===== src/rtl/cpu_pkg.sv =====
// ---------------------------------------------------------------------------
// cpu_pkg : shared opcode nibbles, fetch state encoding and datapath widths.
// Rev 1.0
// ---------------------------------------------------------------------------
`default_nettype none

package cpu_pkg;

  localparam int PC_W    = 8;
  localparam int INSTR_W = 16;

  localparam logic [3:0] OP_NOP    = 4'h0;
  localparam logic [3:0] OP_HALT   = 4'hF;
  localparam logic [3:0] OP_JZ_REG = 4'h6;
  localparam logic [3:0] OP_JZ_IMM = 4'h7;

  typedef enum logic {
    IDLE = 1'b0,
    WAIT = 1'b1
  } fetch_state_e;

  function automatic logic is_halt(input logic [3:0] op_nibble);
    return op_nibble == OP_HALT;
  endfunction

endpackage

`default_nettype wire


===== src/rtl/instr_fetch_unit_if.sv =====
// ---------------------------------------------------------------------------
// instr_fetch_unit_if : req/ack instruction memory bus (master = fetch unit).
// Rev 1.0
// ---------------------------------------------------------------------------
`default_nettype none

interface instr_fetch_unit_if #(
  parameter int PC_W    = cpu_pkg::PC_W,
  parameter int INSTR_W = cpu_pkg::INSTR_W
);

  logic               req;
  logic [PC_W-1:0]    addr;
  logic               ack;
  logic [INSTR_W-1:0] rdata;

  modport master (output req, output addr, input ack, input rdata);
  modport slave  (input req, input addr, output ack, output rdata);

endinterface

`default_nettype wire


===== src/rtl/pc_reg.sv =====
// ---------------------------------------------------------------------------
// pc_reg : program counter, LoadPC beats IncPC, SelPC picks immediate/register.
// Rev 1.0
// ---------------------------------------------------------------------------
`default_nettype none

module pc_reg #(
  parameter int              PC_W     = cpu_pkg::PC_W,
  parameter logic [PC_W-1:0] RESET_PC = '0
) (
  input  logic            clk,
  input  logic            reset,
  input  logic            load_pc,
  input  logic            inc_pc,
  input  logic            sel_pc,
  input  logic [7:0]      imm,
  input  logic [PC_W-1:0] reg_target,
  output logic [PC_W-1:0] pc
);

  logic [PC_W-1:0] pc_q, pc_d;

  always_comb begin
    pc_d = pc_q;
    if (load_pc) begin
      pc_d = sel_pc ? PC_W'(imm) : reg_target;
    end else if (inc_pc) begin
      pc_d = pc_q + PC_W'(1);
    end
  end

  always_ff @(posedge clk) begin
    if (!reset) begin
      pc_q <= RESET_PC;
    end else begin
      pc_q <= pc_d;
    end
  end

  assign pc = pc_q;

endmodule

`default_nettype wire


===== src/rtl/instr_fetch_unit.sv =====
// ---------------------------------------------------------------------------
// instr_fetch_unit : owns PC/IR, fetches over req/ack, stalls the controller.
// Optional watchdog enabled by FETCH_TIMEOUT_EN.  Rev 1.0
// ---------------------------------------------------------------------------
`default_nettype none

module instr_fetch_unit #(
  parameter int              PC_W        = cpu_pkg::PC_W,
  parameter int              INSTR_W     = cpu_pkg::INSTR_W,
  parameter logic [PC_W-1:0] RESET_PC    = '0,
  parameter int              TIMEOUT_CYC = 15
) (
  input  logic                      clk,
  input  logic                      reset,
  input  logic                      LoadIR,
  input  logic                      IncPC,
  input  logic                      SelPC,
  input  logic                      LoadPC,
  input  logic [PC_W-1:0]           RegTarget,
  instr_fetch_unit_if.master        imem,
  output logic [7:0]                Opcode,
  output logic [7:0]                Immediate,
  output logic                      ir_valid,
  output logic                      fetch_busy,
  output logic                      halted,
  output logic                      overrun,
  output logic                      fetch_err
);

  import cpu_pkg::*;

  fetch_state_e       state_q, state_d;
  logic [INSTR_W-1:0] ir_q, ir_d;
  logic [PC_W-1:0]    addr_q, addr_d;
  logic               ir_valid_q, ir_valid_d;
  logic               halted_q, halted_d;
  logic               overrun_q, overrun_d;
  logic               err_q, err_d;
  logic [PC_W-1:0]    pc;
  logic               timeout;

  // Jump-by-immediate reads the IR as registered, never the word arriving now.
  pc_reg #(
    .PC_W     (PC_W),
    .RESET_PC (RESET_PC)
  ) u_pc_reg (
    .clk        (clk),
    .reset      (reset),
    .load_pc    (LoadPC),
    .inc_pc     (IncPC),
    .sel_pc     (SelPC),
    .imm        (ir_q[7:0]),
    .reg_target (RegTarget),
    .pc         (pc)
  );

`ifdef FETCH_TIMEOUT_EN
  localparam int CNT_W = $clog2(TIMEOUT_CYC + 1);

  logic [CNT_W-1:0] cnt_q, cnt_d;

  always_comb begin
    cnt_d = cnt_q;
    if (state_q == IDLE) begin
      cnt_d = '0;
    end else if (!imem.ack) begin
      cnt_d = cnt_q + CNT_W'(1);
    end
  end

  always_ff @(posedge clk) begin
    if (!reset) begin
      cnt_q <= '0;
    end else begin
      cnt_q <= cnt_d;
    end
  end

  assign timeout = (cnt_q + CNT_W'(1)) == CNT_W'(TIMEOUT_CYC);
`else
  assign timeout = 1'b0;
`endif

  always_comb begin
    state_d    = state_q;
    ir_d       = ir_q;
    addr_d     = addr_q;
    ir_valid_d = ir_valid_q;
    halted_d   = halted_q;
    overrun_d  = overrun_q;
    err_d      = err_q;
    case (state_q)
      IDLE: begin
        if (LoadIR) begin
          if (halted_q) begin
            overrun_d = 1'b1;
          end else begin
            addr_d     = pc;
            ir_valid_d = 1'b0;
            state_d    = WAIT;
          end
        end
      end
      WAIT: begin
        if (LoadIR) begin
          overrun_d = 1'b1;
        end
        // A same-cycle ack wins over the watchdog.
        if (imem.ack) begin
          ir_d       = imem.rdata;
          ir_valid_d = 1'b1;
          halted_d   = halted_q | is_halt(imem.rdata[15:12]);
          state_d    = IDLE;
        end else if (timeout) begin
          ir_d       = '0;
          ir_valid_d = 1'b1;
          err_d      = 1'b1;
          state_d    = IDLE;
        end
      end
      default: state_d = IDLE;
    endcase
  end

  always_ff @(posedge clk) begin
    if (!reset) begin
      state_q    <= IDLE;
      ir_q       <= '0;
      addr_q     <= '0;
      ir_valid_q <= 1'b0;
      halted_q   <= 1'b0;
      overrun_q  <= 1'b0;
      err_q      <= 1'b0;
    end else begin
      state_q    <= state_d;
      ir_q       <= ir_d;
      addr_q     <= addr_d;
      ir_valid_q <= ir_valid_d;
      halted_q   <= halted_d;
      overrun_q  <= overrun_d;
      err_q      <= err_d;
    end
  end

  assign imem.req   = (state_q == WAIT);
  assign imem.addr  = addr_q;
  assign fetch_busy = (state_q == WAIT);
  assign Opcode     = ir_q[15:8];
  assign Immediate  = ir_q[7:0];
  assign ir_valid   = ir_valid_q;
  assign halted     = halted_q;
  assign overrun    = overrun_q;
  assign fetch_err  = err_q;

endmodule

`default_nettype wire


===== src/flat_wrapper.sv =====
// flat-port wrapper written by rule: the top's interface ports become plain ports
module instr_fetch_unit_flat import cpu_pkg::*;
#(
  parameter int              PC_W        = cpu_pkg::PC_W,
  parameter int              INSTR_W     = cpu_pkg::INSTR_W,
  parameter logic [PC_W-1:0] RESET_PC    = '0,
  parameter int              TIMEOUT_CYC = 15
)
  (clk, reset, LoadIR, IncPC, SelPC, LoadPC, RegTarget, Opcode, Immediate, ir_valid, fetch_busy, halted, overrun, fetch_err, imem_req, imem_addr, imem_ack, imem_rdata);
  instr_fetch_unit_if #(.PC_W(PC_W), .INSTR_W(INSTR_W)) imem_i ();
  input  logic clk;
  input  logic reset;
  input  logic LoadIR;
  input  logic IncPC;
  input  logic SelPC;
  input  logic LoadPC;
  input  logic [PC_W-1:0] RegTarget;
  output logic [7:0] Opcode;
  output logic [7:0] Immediate;
  output logic ir_valid;
  output logic fetch_busy;
  output logic halted;
  output logic overrun;
  output logic fetch_err;
  output wire logic [$bits(imem_i.req)-1:0] imem_req;
  output wire logic [$bits(imem_i.addr)-1:0] imem_addr;
  input wire logic [$bits(imem_i.ack)-1:0] imem_ack;
  input wire logic [$bits(imem_i.rdata)-1:0] imem_rdata;
  assign imem_req = imem_i.req;
  assign imem_addr = imem_i.addr;
  assign imem_i.ack = imem_ack;
  assign imem_i.rdata = imem_rdata;
  instr_fetch_unit #(.PC_W(PC_W), .INSTR_W(INSTR_W), .RESET_PC(RESET_PC), .TIMEOUT_CYC(TIMEOUT_CYC)) u_core (.clk(clk), .reset(reset), .LoadIR(LoadIR), .IncPC(IncPC), .SelPC(SelPC), .LoadPC(LoadPC), .RegTarget(RegTarget), .imem(imem_i), .Opcode(Opcode), .Immediate(Immediate), .ir_valid(ir_valid), .fetch_busy(fetch_busy), .halted(halted), .overrun(overrun), .fetch_err(fetch_err));
endmodule

===== config.mk =====
export PLATFORM = sky130hd
export DESIGN_NAME = instr_fetch_unit_flat
export DESIGN_NICKNAME = d
export VERILOG_FILES = /design/src/rtl/cpu_pkg.sv /design/src/rtl/instr_fetch_unit_if.sv /design/src/rtl/pc_reg.sv /design/src/rtl/instr_fetch_unit.sv /design/src/flat_wrapper.sv
export SDC_FILE = /design/constraint.sdc
export NUM_CORES = 1
export LEC_CHECK = 0
export ABC_AREA = 1
export ABC_CLOCK_PERIOD_IN_PS = 1300
export CORE_MARGIN = 3
export CORE_UTILIZATION = 45
export CTS_BUF_LIST = sky130_fd_sc_hd__clkbuf_4 sky130_fd_sc_hd__clkbuf_8
export DETAILED_ROUTE_END_ITERATION = 10
export GPL_TIMING_DRIVEN = 1
export PLACE_DENSITY = 0.83
export SYNTH_ARGS = -nofsm -noshare
export SYNTH_HDL_FRONTEND = slang
export SYNTH_SLANG_ARGS = --single-unit

===== constraint.sdc =====
create_clock -name clk -period 1.3 [get_ports clk]
set_clock_uncertainty 0.05 [all_clocks]
set_input_delay 0.26 -clock clk [delete_from_list [all_inputs] [get_ports clk]]
set_output_delay 0.26 -clock clk [all_outputs]
set_load 0.01 [all_outputs]

After elaboration in Yosys (flattened, before gate mapping)
Cells that the tools add are included.
- register bits after elaboration: 36
- logic and storage cells: 37
- add/sub/neg operators: 1
- bitwise operators: 3
- reductions and logical operators: 5
- eq/ne operators: 6
- mux-type cells: 15
- operator list (operator ; count):
    8-bit 2-to-1 mux ; 3
    1-bit 2-to-1 mux ; 9
    3-bit AND reduction ; 3
    8-bit by 1-bit adder with 8-bit output, second input constant ; 1
    2-bit inequality test, second input constant ; 4
    1-bit one-hot mux with 2 select lines ; 3
    4-bit equality test, second input constant ; 1
    2-bit by 1-bit inequality test with 1-bit output, second input constant ; 1
    1-bit inverter ; 2
    2-bit AND reduction ; 1
    2-bit nonzero test ; 1
    1-bit bitwise OR ; 1

Logic depth before layout (Yosys ltp)
- word-level depth: 3
- depth in mapped cells: 8
- depth with buffers taken out: 7

Modules after synthesis
Synthesis repeated with hierarchy kept, for this count alone.
- cells, all modules: 235
- area total of the unflattened synthesis: 1701.6 um^2
- by module, submodules not included (module ; times used ; cells each ; area each (um^2)):
    instr_fetch_unit ; 1 ; 139 ; 1067.3
    pc_reg ; 1 ; 96 ; 634.4

Worst setup path after synthesis
No wires, ideal clock.
- path kind: register -> register
- start: register u_core.state_q, in the netlist u_core.fetch_busy
- end: register u_core.addr_q[5], in the netlist u_core.imem.addr[5]
- period minus slack after synthesis: 1.069 ns
- path slack: 0.231 ns
- data required time: 1.135 ns
- arrival: 0.904 ns
- stages on the path, launching flop included: 7
- library setup time: 0.115 ns
- path buffers: 1
- cells stage by stage: dfxtp_1 -> nor2_1 -> nand2_2 -> inv_2 -> buf_6 -> o21ai_2 -> a21oi_2
- longest elaborated chain between the ends: 2
- RTL lines (element ; line ; RTL):
    start: declaration ; instr_fetch_unit.sv:32 ; fetch_state_e state_q, state_d;
    start signal: assignment ; instr_fetch_unit.sv:135 ; state_q <= state_d;
    1-bit inverter ; - ;
    3-bit AND reduction (no line) ; - ;
    end signal: assignment ; instr_fetch_unit.sv:137 ; addr_q <= addr_d;
    end: declaration ; instr_fetch_unit.sv:34 ; logic [PC_W-1:0] addr_q, addr_d;
No other way between the ends.
A chain may end at the register's enable or synchronous reset.

Worst setup path in the final report
- start: register u_core.halted_q, in the netlist u_core.halted
- end: output halted
- RTL lines (element ; line ; RTL):
    start: declaration ; instr_fetch_unit.sv:36 ; logic halted_q, halted_d;
    start signal: assignment ; instr_fetch_unit.sv:139 ; halted_q <= halted_d;
    end: declaration ; flat_wrapper.sv:22 ; output logic halted;
No word-level cell between the ends.

==> flow_metrics.py <==
metrics = {
    "status": {
        "status": "complete, no violations",
    },
    "clock_tree": {
        "clockRootBuffer": "clkbuf_4",
        "clock_sink_count": 36,
        "clock_latency_on_the_worst_skew_pair_ns": 0.35,
        "cts_setup_buffers": 0,
        "tritoncts": "done",
        "cts_hold_fix_bufs": 0,
        "ctsHtreeMaxLevel": 2,
        "cts_buffers": 5,
        "ctsResizeCount": 46,
        "clkSlewWorstSetupHoldPaths_ns": 0.11,
        "clock_tree.buffer_depth": 2,
    },
    "final_layout": {
        "layout_stage_area_growth_over_the_synthesis_result_pct": 43.79,
        "insertedDiodeCount": 0,
        "largest_register_ff_count": 16,
        "final_nets": 314,
        "drive_above_1_share": 0.1873,
        "layout.cells.non_filler": 329,
    },
    "worst_setup_path": {
        "startpoint_type": "flop",
        "r2r_start": "u_core.u_pc_reg.pc[1]",
        "worst-path-max-fanout": 4,
        "ff2ff_path_depth": 7,
        "end_kind": "primary output",
        "critical_path.slowest_cell": "dfxtp_2",
        "setup.worst_path.class": "reg -> out",
        "critPathBufInv": 1,
        "cp_peak_stage_delay_ns": 0.37,
        "critPathArrivalTime_ns": 0.95,
        "critPathTopFamily": "flip-flops",
        "worst-r2r-setup-slack_ns": 0.13,
        "critical_path.cell_chain": "clkdlybuf4s15_2",
        "critical_path_required_ns": 0.99,
        "worstReg2RegEnd": "u_core.u_pc_reg.pc[6]",
    },
    "placed_design": {
        "dp.final_hpwl_um": 2809,
        "place.detailed.instances": 321,
        "detailedPlace.worstSlack_ns": -0.2141,
        "globalplace.congestion": 0.8988,
        "io_buffers": 59,
    },
    "yosys": {
        "ys.flop_type": "dfxtp_1",
        "synth_enable_flop_cells": 0,
        "synth.area.top_cells": "dfxtp_1 (45%), o21ai_0 (9.9%), nor2_1 (9.5%), nand2_1 (7.0%), a21oi_1 (6.5%)",
        "yosys_register_bits": 36,
        "synthCells": 220,
        "postSynthNetCount": 252,
        "post_synth_instance_area_um2": 1612,
        "synth_top_area_cell": "dfxtp_1",
        "yosys_warnings": 0,
        "netlist.area_leader.share": 0.4472,
        "synth.most_common_cell": "nor2_1",
        "yosys-top-cells-count": "nor2_1 (41), dfxtp_1 (36), o21ai_0 (32)",
        "synth_sequential_area_ratio": 0.4472,
        "synth_cell_type_count": 25,
        "synth_async_sr_flop_share": 0,
        "post_synth.cell_area_avg_um2": 7.325,
    },
    "sta": {
        "timing_max_transition_violations_final": 0,
        "period_minus_slack_ns": 1.256,
        "max_freq_mhz": 796.2,
        "report.final.setup_viol": 0,
        "rsz0062_at_grt": "false",
        "post-route-worst-setup-slack_ns": 0.04405,
        "min_period_over_period": 0.9661,
        "finalHoldViolCount": 0,
    },
    "min_path": {
        "worst_hold_startpoint": "u_core.overrun",
        "hold_class": "reg -> reg",
        "whs_endpoint": "u_core.overrun",
        "whs_path_depth": 2,
    },
    "die": {
        "initial_utilization": 0.4755,
        "core_region_area_um2": 3390,
        "num_rows": 21,
        "die_x_um": 65.85,
        "dieHeight_um": 65.85,
        "floorplan.die_area_um2": 4336,
        "num_io_pins": 61,
    },
    "power_and_ir_drop": {
        "power.static_leakage_nw": 0.9920,
        "power.ir.vdd_worst_v": 0.0006243,
        "cellPowerDensity_nw_per_um2": 1121,
    },
    "detailed_routing": {
        "drt-initial-drc-count": 79,
        "drt-total-wl_um": 3863,
        "vias_after_detailed_routing": 1570,
        "detail-route-antenna-nets": 0,
        "route.detailed.drc": 0,
        "pre_repair_dr_iteration_count": 4,
        "ratio_of_routed_vias_to_standard_cells": 4.772,
        "wl_per_cell_um": 11.74,
    },
    "grt": {
        "grt_overflow_total": 0,
        "global_route.usage.met3": 0.08844,
        "grt_util_met1": 0.2127,
        "antenna_violations_before_repair": 0,
        "via_count_of_the_first_global_routing_pass": 1435,
        "grt_pass1_wl_um": 6313,
        "busiest_layer": "met2",
        "globalRouteMet2Util": 0.3191,
        "grt_use_total": 0.1892,
        "pin_count_of_the_biggest_net_entering_global_routing": 34,
    },
    "run": {
        "maxCapViolCount": 0,
    },
}
[cell usage in the layout (no fill, tap or decap), drive strengths merged]
master,count
nor2,44
o21ai,36
dfxtp,36
nand2,32
clkdlybuf4s50,30
a21oi,24
inv,20
clkbuf,18
clkdlybuf4s15,13
nand3,11
buf,9
dlygate4sd2,4
clkinv,1
o22ai,1
nand4,1
ha,1
conb,1
bufinv,1
[metal layers]
layer / share of wire / up-vias
met5: 0 / -
met4: 0.0021 / 0
met3: 0.10 / 2
met2: 0.48 / 59
met1: 0.42 / 681
li1: - / 828
[layout make-up]
cell class	instances	area, um^2
sequential	36	737.0
multi-input combinational	151	718.2
tap	46	57.56
fill	284	1072
inverter	21	82.58
clock inverter	1	30.03
timing repair buffer	67	626.9
clock buffer	7	65.06
[worst reg2reg max path: cells and delay by family, from the launching register on]
kind / cells / cell delay (ns)
adders and majority gates: 1 / 0.17
DFF: 1 / 0.38
AOI/OAI and AO/OA: 1 / 0.12
buffers and inverters: 1 / 0.09
and+or+nand+nor: 4 / 0.31
[cells by family after synthesis]
logic type               after synthesis  synth area share
AO/OA/AOI/OAI                         61            0.1995
adder cells (fa/ha/maj)                1          0.007763
buffers and inverters                 33            0.1087
other                                  1          0.002327
flip-flops                            36            0.4472
AND/OR/NAND/NOR                       88            0.2345
[how the worst max path moves through the flow]
stage | cells after the start | slack [ns] | to | from
finish | 1 | 0.04 | halted | u_core.halted
floorplan | 6 | 0.23 | u_core.imem.addr[5] | u_core.fetch_busy
CTS | 1 | 0.004 | Opcode[7] | u_core.ir_q[15]
global route | 1 | 0.0007 | imem_addr[3] | u_core.imem.addr[3]
detailed placement | 6 | -0.21 | u_core.u_pc_reg.pc[1] | LoadPC
global placement | 6 | -0.18 | u_core.u_pc_reg.pc[2] | LoadPC
[where the power goes]
part / leakage, nW / total [mW] / internal (mW) / switching, mW
Clock: 0.0515 / 0.897 / 0.511 / 0.386
Combinational: 0.641 / 0.468 / 0.241 / 0.227
Sequential: 0.300 / 1.23 / 1.18 / 0.0517
[stage by stage]
stage | hold slack [ns] | total power [mW] | utilization | cell area (um^2) | TNS [ns]
3_5_place_dp | 0.3970 | 1.762 | 0.6681 | 2265 | -4.430
4_1_cts | 0.4102 | 2.611 | 0.6918 | 2345 | 0
6_report | 0.4121 | 2.597 | 0.6836 | 2317 | 0
3_3_place_gp | 0.3906 | 1.756 | 0.6681 | 2265 | -3.725
5_1_grt | 0.4437 | 2.719 | 0.6836 | 2317 | 0
2_1_floorplan | 0.3484 | 1.498 | - | 1612 | 0
Power figures use the tool's default switching activity.
